$ cat config.mk
export PLATFORM = sky130hd
export DESIGN_NAME = pack_recv
export DESIGN_NICKNAME = d
export VERILOG_FILES = /design/src/rtl/pack_recv.sv
export SDC_FILE = /design/constraint.sdc
export NUM_CORES = 1
export LEC_CHECK = 0
export ABC_AREA = 1
export BUFFER_PORTS_ARGS = -buffer_cell sky130_fd_sc_hd__clkbuf_2
export CORE_UTILIZATION = 35
export CTS_BUF_LIST = sky130_fd_sc_hd__clkbuf_8 sky130_fd_sc_hd__clkbuf_16
export DETAILED_ROUTE_END_ITERATION = 7
export PLACE_DENSITY = 0.58
export SYNTH_ARGS = -nofsm -noshare
export SYNTH_HDL_FRONTEND = slang
export SYNTH_SLANG_ARGS = --single-unit
$ cat constraint.sdc
create_clock -name clk -period 4.01 [get_ports clk]
set_clock_uncertainty 0.15 [all_clocks]
set_input_delay 0.401 -clock clk [delete_from_list [all_inputs] [get_ports clk]]
set_output_delay 0.401 -clock clk [all_outputs]
set_load 0.01 [all_outputs]
$ cat src/rtl/pack_recv.sv
// pack_recv: receive-side deframer for the orbtrace byte stream.
// Hunts for the FF FF FF 7F sync sequence, rebuilds 16-byte frames as
// 8 little-endian 16-bit words and buffers up to FRAMES of them for the
// PacketAvail / PacketNext / PacketNextWd / PacketOut reader.
// Optional feature macro: PACK_RECV_STATS_EN enables the DropCount and
// SyncCount statistics; when undefined both outputs are tied to zero.
module pack_recv #(
  parameter int FRAMES      = 4,     // frame slots, power of 2, 2..16
  parameter int OVF_STRETCH = 2047   // cycles Overflow stays high after a drop
) (
  input  logic        clk,
  input  logic        rst,
  input  logic [7:0]  DataIn,
  input  logic        DataValid,
  input  logic        ResyncReq,
  output logic        InSync,
  output logic        PacketAvail,
  input  logic        PacketNext,
  input  logic        PacketNextWd,
  output logic [15:0] PacketOut,
  output logic        Overflow,
  output logic [15:0] DropCount,
  output logic [15:0] SyncCount
);

  localparam int PW = $clog2(FRAMES);
  localparam int CW = PW + 1;

  typedef enum logic {
    HUNT = 1'b0,
    RX   = 1'b1
  } state_t;

  state_t          state, stateNext;
  logic [3:0]      byteIdx, byteIdxNext;
  logic [1:0]      ffRun;
  logic            hdrMatch;
  logic [7:0]      lowReg;
  logic [15:0]     mem [FRAMES][8];

  logic [PW-1:0]   wrPtr, rdPtr, rdPtrNext, heldSlot, heldSlotNext;
  logic            held, heldNext;
  logic [2:0]      wordIdx, wordIdxNext;
  logic [CW-1:0]   availCnt, availNext, usedCnt;
  logic [10:0]     stretch, stretchNext;

  logic byteStrobe, huntSync, hdrByteOk, rxSync, frameEnd;
  logic full, commit, drop, claim, memWrite;

  // ResyncReq wins over a byte arriving in the same cycle.
  assign byteStrobe = DataValid && !ResyncReq;

  // Three FFs seen (more are tolerated) followed by 7F while hunting.
  assign huntSync  = (state == HUNT) && byteStrobe && (DataIn == 8'h7F) && (ffRun == 2'd3);

  // Byte expected at frame positions 0..3 if the frame is really an inter-frame sync.
  assign hdrByteOk = (byteIdx == 4'd3) ? (DataIn == 8'h7F) : (DataIn == 8'hFF);
  assign rxSync    = (state == RX) && byteStrobe && (byteIdx == 4'd3) && hdrMatch && hdrByteOk;
  assign frameEnd  = (state == RX) && byteStrobe && (byteIdx == 4'hF);

  // Committed frames = held one plus unclaimed ones; judged on registered values,
  // so a release in the same cycle as a commit does not make room.
  assign usedCnt  = availCnt + CW'(held);
  assign full     = (usedCnt == CW'(FRAMES));
  assign commit   = frameEnd && !full;
  assign drop     = frameEnd && full;
  assign claim    = PacketNext && (availCnt != '0);

  // When full, the fill slot aliases a committed frame, so writes are held off
  // to keep the held and unclaimed frames intact.
  assign memWrite = (state == RX) && byteStrobe && byteIdx[0] && !full;

  assign InSync = (state == RX);

  // State and byte index register.
  // NOTE: sequential state uses non-blocking assignments so every flop samples
  // the pre-edge values of the others, independent of block ordering.
  always_ff @(posedge clk) begin
    if (!rst) begin
      state   <= HUNT;
      byteIdx <= '0;
    end else begin
      state   <= stateNext;
      byteIdx <= byteIdxNext;
    end
  end

  // Next-state logic: sync hunt, frame byte counting, resync abort.
  // NOTE: every output of this block is given a default first, so no path
  // leaves a signal unassigned and no latch is inferred.
  always_comb begin
    stateNext   = state;
    byteIdxNext = byteIdx;
    if (ResyncReq) begin
      stateNext   = HUNT;
      byteIdxNext = '0;
    end else if (DataValid) begin
      case (state)
        HUNT: begin
          if (huntSync) begin
            stateNext   = RX;
            byteIdxNext = '0;
          end
        end
        RX: begin
          if (rxSync || frameEnd) byteIdxNext = '0;
          else                    byteIdxNext = byteIdx + 4'd1;
        end
        default: begin
          stateNext   = HUNT;
          byteIdxNext = '0;
        end
      endcase
    end
  end

  // Sync matcher: run length of consecutive FF bytes while hunting.
  always_ff @(posedge clk) begin
    if (!rst || ResyncReq || state == RX) begin
      ffRun <= '0;
    end else if (byteStrobe) begin
      if (DataIn == 8'hFF) ffRun <= (ffRun == 2'd3) ? 2'd3 : ffRun + 2'd1;
      else                 ffRun <= '0;
    end
  end

  // Tracks whether frame bytes 0..2 so far are FF (candidate inter-frame sync).
  always_ff @(posedge clk) begin
    if (!rst || ResyncReq || huntSync) begin
      hdrMatch <= 1'b1;
    end else if ((state == RX) && byteStrobe) begin
      if (rxSync || frameEnd)   hdrMatch <= 1'b1;
      else if (byteIdx < 4'd3)  hdrMatch <= hdrMatch && hdrByteOk;
    end
  end

  // Low byte of the word under construction (even frame positions).
  always_ff @(posedge clk) begin
    if (!rst) begin
      lowReg <= '0;
    end else if ((state == RX) && byteStrobe && !byteIdx[0]) begin
      lowReg <= DataIn;
    end
  end

  // Frame storage write on every odd byte.
  // NOTE: the frame memory is deliberately not reset; only slots that a
  // reader can reach after a commit are ever read, and skipping the reset
  // keeps it mappable onto RAM.
  always_ff @(posedge clk) begin
    if (memWrite) mem[wrPtr][byteIdx[3:1]] <= {DataIn, lowReg};
  end

  // Read-side next values: release/claim on PacketNext, word stepping on PacketNextWd.
  always_comb begin
    heldNext     = held;
    heldSlotNext = heldSlot;
    rdPtrNext    = rdPtr;
    wordIdxNext  = wordIdx;
    if (PacketNext) begin
      wordIdxNext = '0;
      if (claim) begin
        heldNext     = 1'b1;
        heldSlotNext = rdPtr;
        rdPtrNext    = rdPtr + PW'(1);
      end else begin
        heldNext = 1'b0;
      end
    end else if (PacketNextWd && held) begin
      wordIdxNext = wordIdx + 3'd1;
    end
    availNext = availCnt + CW'(commit) - CW'(claim);
  end

  // Buffer pointers, held frame and registered reader outputs.
  always_ff @(posedge clk) begin
    if (!rst) begin
      wrPtr       <= '0;
      rdPtr       <= '0;
      heldSlot    <= '0;
      held        <= 1'b0;
      wordIdx     <= '0;
      availCnt    <= '0;
      PacketAvail <= 1'b0;
      PacketOut   <= '0;
    end else begin
      if (commit) wrPtr <= wrPtr + PW'(1);
      rdPtr       <= rdPtrNext;
      heldSlot    <= heldSlotNext;
      held        <= heldNext;
      wordIdx     <= wordIdxNext;
      availCnt    <= availNext;
      PacketAvail <= (availNext != '0);
      PacketOut   <= heldNext ? mem[heldSlotNext][wordIdxNext] : 16'h0000;
    end
  end

  // Overflow stretch counter: reloaded on each drop, counts down to zero.
  always_comb begin
    stretchNext = stretch;
    if (drop)                stretchNext = 11'(OVF_STRETCH);
    else if (stretch != '0)  stretchNext = stretch - 11'd1;
  end

  // Registered overflow indicator.
  always_ff @(posedge clk) begin
    if (!rst) begin
      stretch  <= '0;
      Overflow <= 1'b0;
    end else begin
      stretch  <= stretchNext;
      Overflow <= (stretchNext != '0);
    end
  end

`ifdef PACK_RECV_STATS_EN
  // Saturating statistics counters for drops and recognised sync sequences.
  always_ff @(posedge clk) begin
    if (!rst) begin
      DropCount <= '0;
      SyncCount <= '0;
    end else begin
      if (drop && (DropCount != 16'hFFFF))
        DropCount <= DropCount + 16'd1;
      if ((huntSync || rxSync) && (SyncCount != 16'hFFFF))
        SyncCount <= SyncCount + 16'd1;
    end
  end
`else
  assign DropCount = 16'h0000;
  assign SyncCount = 16'h0000;
`endif

endmodule
# Word-level counts from Yosys, hierarchy flattened
# Memories as Yosys holds them, arrays and structs flattened.
# Index checks and enable logic that the tools add are counted.
# totals
ram_bits	512
ff_bits	58
elab_cells	101
memories	1
output_inout_bits	51
inputBits	14
# classes
reduce_logical	36
eq_ne	7
addsub	9
order_cmp	4
mux	25
n_bitwise	4
# mem_list
memory	depth	width	read_ports	rd_clocked_by_memory_dff	write_ports	line_no	rtl
mem	4	128	1	0	1	39	logic [15:0] mem [FRAMES][8];
# op_table
operator	n
2-to-1 mux 128 bit	1
binary-select mux 16 bit (select 3 bit)	1
demux 16 bit (select 3 bit)	1
2-to-1 mux 16 bit	3
2-to-1 mux 11 bit	2
nonzero test 11 bit	2
logical AND 1 bit	18
subtractor 11 x 1 -> 11 bit (second input constant)	1
equality test 8 x 7 -> 1 bit (second input constant)	1
equality test 8 bit (second input constant)	1
>= comparator 4 bit (second input constant)	2
2-to-1 mux 1 bit	8
2-to-1 mux 2 bit	4
2-to-1 mux 4 bit	2
NOT 3 -> 4 bit	2
case mux 4 bit (2 select lines)	1
AND reduction 2 bit	4
adder 2 x 1 -> 2 bit (second input constant)	3
adder 3 x 1 -> 3 bit	2
2-to-1 mux 3 bit	2
nonzero test 3 bit	2
adder 4 x 1 -> 4 bit (second input constant)	1
equality test 4 x 2 -> 1 bit (second input constant)	1
equality test 4 bit (second input constant)	1
other kinds (12)	19

# Logic depth before layout (Yosys ltp)
# logic_depth
ltp_word	9
depth_mapped	14
depth_no_buf	14

# Least setup slack after synthesis
# No wires, ideal clock.
# synth_timing
kind	reg-to-reg
startpoint	register state, in the netlist InSync
endpoint	register PacketAvail
path_slack_ns	1.349
setup_ns	0.119
path_stages_with_launch	12
n_path_buf	0
synth_period_minus_slack_ns	2.661
required_time_ns	3.741
t_arrival_ns	2.393
path_cell_list	dfxtp_1 inv_1 nor2_1 nand3_1 inv_1 nand2_1 ha_1 inv_1 ha_1 fa_1 o31ai_1 inv_1
# synth_between
elab_chain_len	6
# synth_lines
item	line_no	rtl
start, declared	34	state_t state, stateNext;
start signal, assigned	83	state <= stateNext;
logical AND 1 bit (2 in a row)	59	assign frameEnd = (state == RX) && byteStrobe && (byteIdx == 4'hF);
logical AND 1 bit	65	assign commit = frameEnd && !full;
adder 3 x 1 -> 3 bit	172	availNext = availCnt + CW'(commit) - CW'(claim);
subtractor 3 x 1 -> 3 bit	172	
net availNext[1]	44	logic [CW-1:0] availCnt, availNext, usedCnt;
nonzero test 3 bit	193	PacketAvail <= (availNext != '0);
end signal, assigned	193	
end, declared	17	output logic PacketAvail,
# The timed path passes the listed nets, and every way through them passes these cells.
# A chain may end at the register's enable or synchronous reset.

# Worst setup path in the final report
# layout_timing
startpoint	input ResyncReq
endpoint	register PacketAvail
# layout_between
elab_chain_len	8
# layout_lines
item	line_no	rtl
start, declared	15	input logic ResyncReq,
zero test 1 bit	51	assign byteStrobe = DataValid && !ResyncReq;
logical AND 1 bit	51	
logical AND 1 bit (2 in a row)	59	
logical AND 1 bit	65	
adder 3 x 1 -> 3 bit	172	
subtractor 3 x 1 -> 3 bit	172	
nonzero test 3 bit	193	
# Every way passes these cells.

==> flow_metrics.tcl <==
set metrics [dict create \
    status "finished clean" \
    syn_inst 2552 \
    synth_top_cell_by_area "edfxtp_1" \
    syn_area_per_cell_um2 9.88 \
    row_count 98 \
    first_pass_iters 6 \
    cts_buffers 61 \
    drv_slew 0 \
    worstPathBufferInverterCount 7 \
    synth.most_common_cell "inv_1" \
    p_per_area_nw_per_um2 605 \
    synthSimpleGateAreaFrac_pct 20.4 \
    worst_slew_pin_slew_ns 1.01 \
    nets 2633 \
    synth_compound_area_share_pct 2.06 \
    ys_top_cells_by_count "inv_1, nand2_1, edfxtp_1, nand3_1, nor2_1" \
    yosys_warnings 0 \
    crit_top_cell "inv_1" \
    finish.utilization_pct 40.4 \
    vias 17495 \
    period_share_pct 76.0 \
    yosys.area_share.adder_pct 0.625 \
    worstSetupPathType "in2reg" \
    clock_tree.root_cell "clkbuf_16" \
    dieArea_um2 73100 \
    io_buffers 32 \
    dpl_cell_area_um2 26700 \
    final_area_um2 28800 \
    critPathMaxStageDelay_ns 0.53 \
    grt_pass1_wl_um 102000 \
    initial_core_util_pct 35.3 \
    start_kind "input pin" \
    dp.cells 3491 \
    drt_wl_total_um 67100 \
    io_pins 65 \
    endpoint_kind "register" \
    grt-ovfl-total 0 \
    synth_area_leaders "edfxtp_1, nand3_1, inv_1" \
    grt_max_degree 98 \
    peakVddDrop_v 0.000528 \
    synth_top_family_by_area "simple AND/OR/NAND/NOR gates" \
    cp_max_fo 7 \
    wire_per_inst_um 18.6 \
    synth_top_area_share_pct 61.0 \
    cts_tree "done" \
    maxCapViolations 0 \
    min_path_type "in2reg" \
    grt_pass1_vias 17017 \
    synth_edf_count 512 \
    whs_path_depth 5 \
    setup_viol 0 \
    drive_gt1_share_pct 8.09 \
    final_cells 3610 \
    clock_latency_ns 0.63 \
    drt_iter0_drc 1725 \
    routed_via_density 4.85 \
    netlist_area_um2 25200 \
    fillers 6922 \
    cp.depth 16 \
    clock_sinks 570 \
    worst-endpoint-required_ns 4.38 \
    setup_tns_ns 0 \
    synth-seq-area-share_pct 65.6 \
    slew_headroom_pct 32.5 \
    fin_crit_ns 3.05 \
    antenna_found_initial 1 \
    worstPathCellList "dlygate4sd3_1 -> clkbuf_2 -> inv_1 -> nand2_1 -> nor2_1 -> nand3_1 -> inv_1 -> nand2_1 -> ha_1 -> inv_1 -> ha_1 -> fa_1 -> inv_1 -> xor2_1 -> o31ai_1 -> inv_1" \
    die_h_um 270 \
    core_region_area_um2 71400 \
    rr_worst_depth 13 \
    drc 0 \
    hold_viol_final 0 \
    die_x_um 270 \
    ys_ff_latch 570 \
    layout_setup_ws_ns 0.961 \
    synth-xor-area-share_pct 0.104 \
    p_leak_nw 12.2 \
    worstPathArrival_ns 3.42 \
    crit_family "buffers and inverters" \
    area_growth_pct 14.3 \
    synthMuxAreaShare_pct 0 \
    postRouteAntennaNets 0 \
    h-tree-depth 2 \
    yosysUniqueCellTypes 33 \
    max_freq_mhz 328 \
    async_flop_share_pct 0 \
    hpwl_um 39000 \
    synth_top_flop_cell "edfxtp_1" \
    path_clk_slew_ns 0.06 \
    rsz0062_at_grt "no" \
    crit_slowest_cell "dlygate4sd3_1" \
    clock_path_buffers 3 \
    globalplace.congestion 0.797 \
    pre_cts_ws_ns 0.867 \
    grtUsageTotal_pct 18.4 \
]
-- state kept, by name, summed over array words and instances, names as in the netlist --
register	count
InSync	1
PacketAvail	1
lowReg	8
wrPtr	2
hdrMatch	1
heldSlot	2
stretch	11
mem	512
held	1
rdPtr	2
PacketOut	16
availCnt	3
wordIdx	3
byteIdx	4
Overflow	1
ffRun	2
-- through the flow --
step	hold slack (ns)	power [mW]
after floorplan	0.293	10.2
after global placement	0.313	11.7
after detailed placement	0.315	11.8
after CTS	0.00904	17.6
after global routing	0.0384	18.4
final	0.0434	17.4
-- routing by layer --
| metal | track usage [%] | part of all wire, % | vias up | routed length [µm] |
|---|---|---|---|---|
| met2 | 29.7 | 46 | 567 | 31100 |
| li1 | - | - | 8310 | - |
| met4 | 3.93 | 1.6 | 0 | 1090 |
| met5 | 0 | 0 | - | 0 |
| met1 | 25.7 | 45 | 8530 | 30100 |
| met3 | 3.26 | 7.2 | 88 | 4830 |
-- cells in the final DEF (no fill, tap or decap), types with 32 or more instances in the layout --
master	instances
clkbuf_16	62
conb_1	32
nor2_1	144
o211ai_1	33
dfxtp_1	55
nand2_1	519
buf_4	64
nand3_1	495
inv_1	554
clkbuf_2	32
edfxtp_1	512
-- timing repair --
item,CTS,global route
setup buffers,0,0
endpoints found under the hold margin,3,0
hold buffers,3,0
resized for setup,0,0
-- final cells by class --
class / instances / area, µm² / share of cell area (%)
clock buffer: 68 / 1630 / 5.67
tap: 950 / 1190 / 4.12
sequential: 570 / 16500 / 57.4
multi-input combinational: 1320 / 6040 / 20.9
inverter: 542 / 2030 / 7.06
clock inverter: 47 / 450 / 1.56
antenna: 1 / 2.50 / 0.00868
timing repair buffer: 112 / 931 / 3.23
-- power by group --
group | total, mW | internal [mW] | switching [mW]
combinational | 5.04 | 1.56 | 3.47
clock | 5.76 | 3.43 | 2.34
sequential | 6.65 | 6.54 | 0.109
-- final timing paths --
kind              from     endpoint  slack (ns)
max reg2reg     InSync  PacketAvail        0.97
max          ResyncReq  PacketAvail        0.96
min reg2reg   hdrMatch     hdrMatch        0.34
min          DataValid   byteIdx[3]        0.04
-- cells by family after synthesis --
family,Yosys count
flip-flops,570
adder cells (fa/ha/maj),12
XOR/XNOR,3
AO/OA/AOI/OAI,85
buffers and inverters,693
other,1
AND/OR/NAND/NOR,1188
-- worst register-to-register path, delay by kind of cell, from the launching register on --
kind / cells / cell delay (ns)
compound gates: 1 / 0.21
xor+xnor: 1 / 0.09
fa+ha+maj: 3 / 0.89
buf+inv: 5 / 0.49
flops: 1 / 0.43
simple gates: 3 / 0.74
Power figures use the tool's default switching activity.
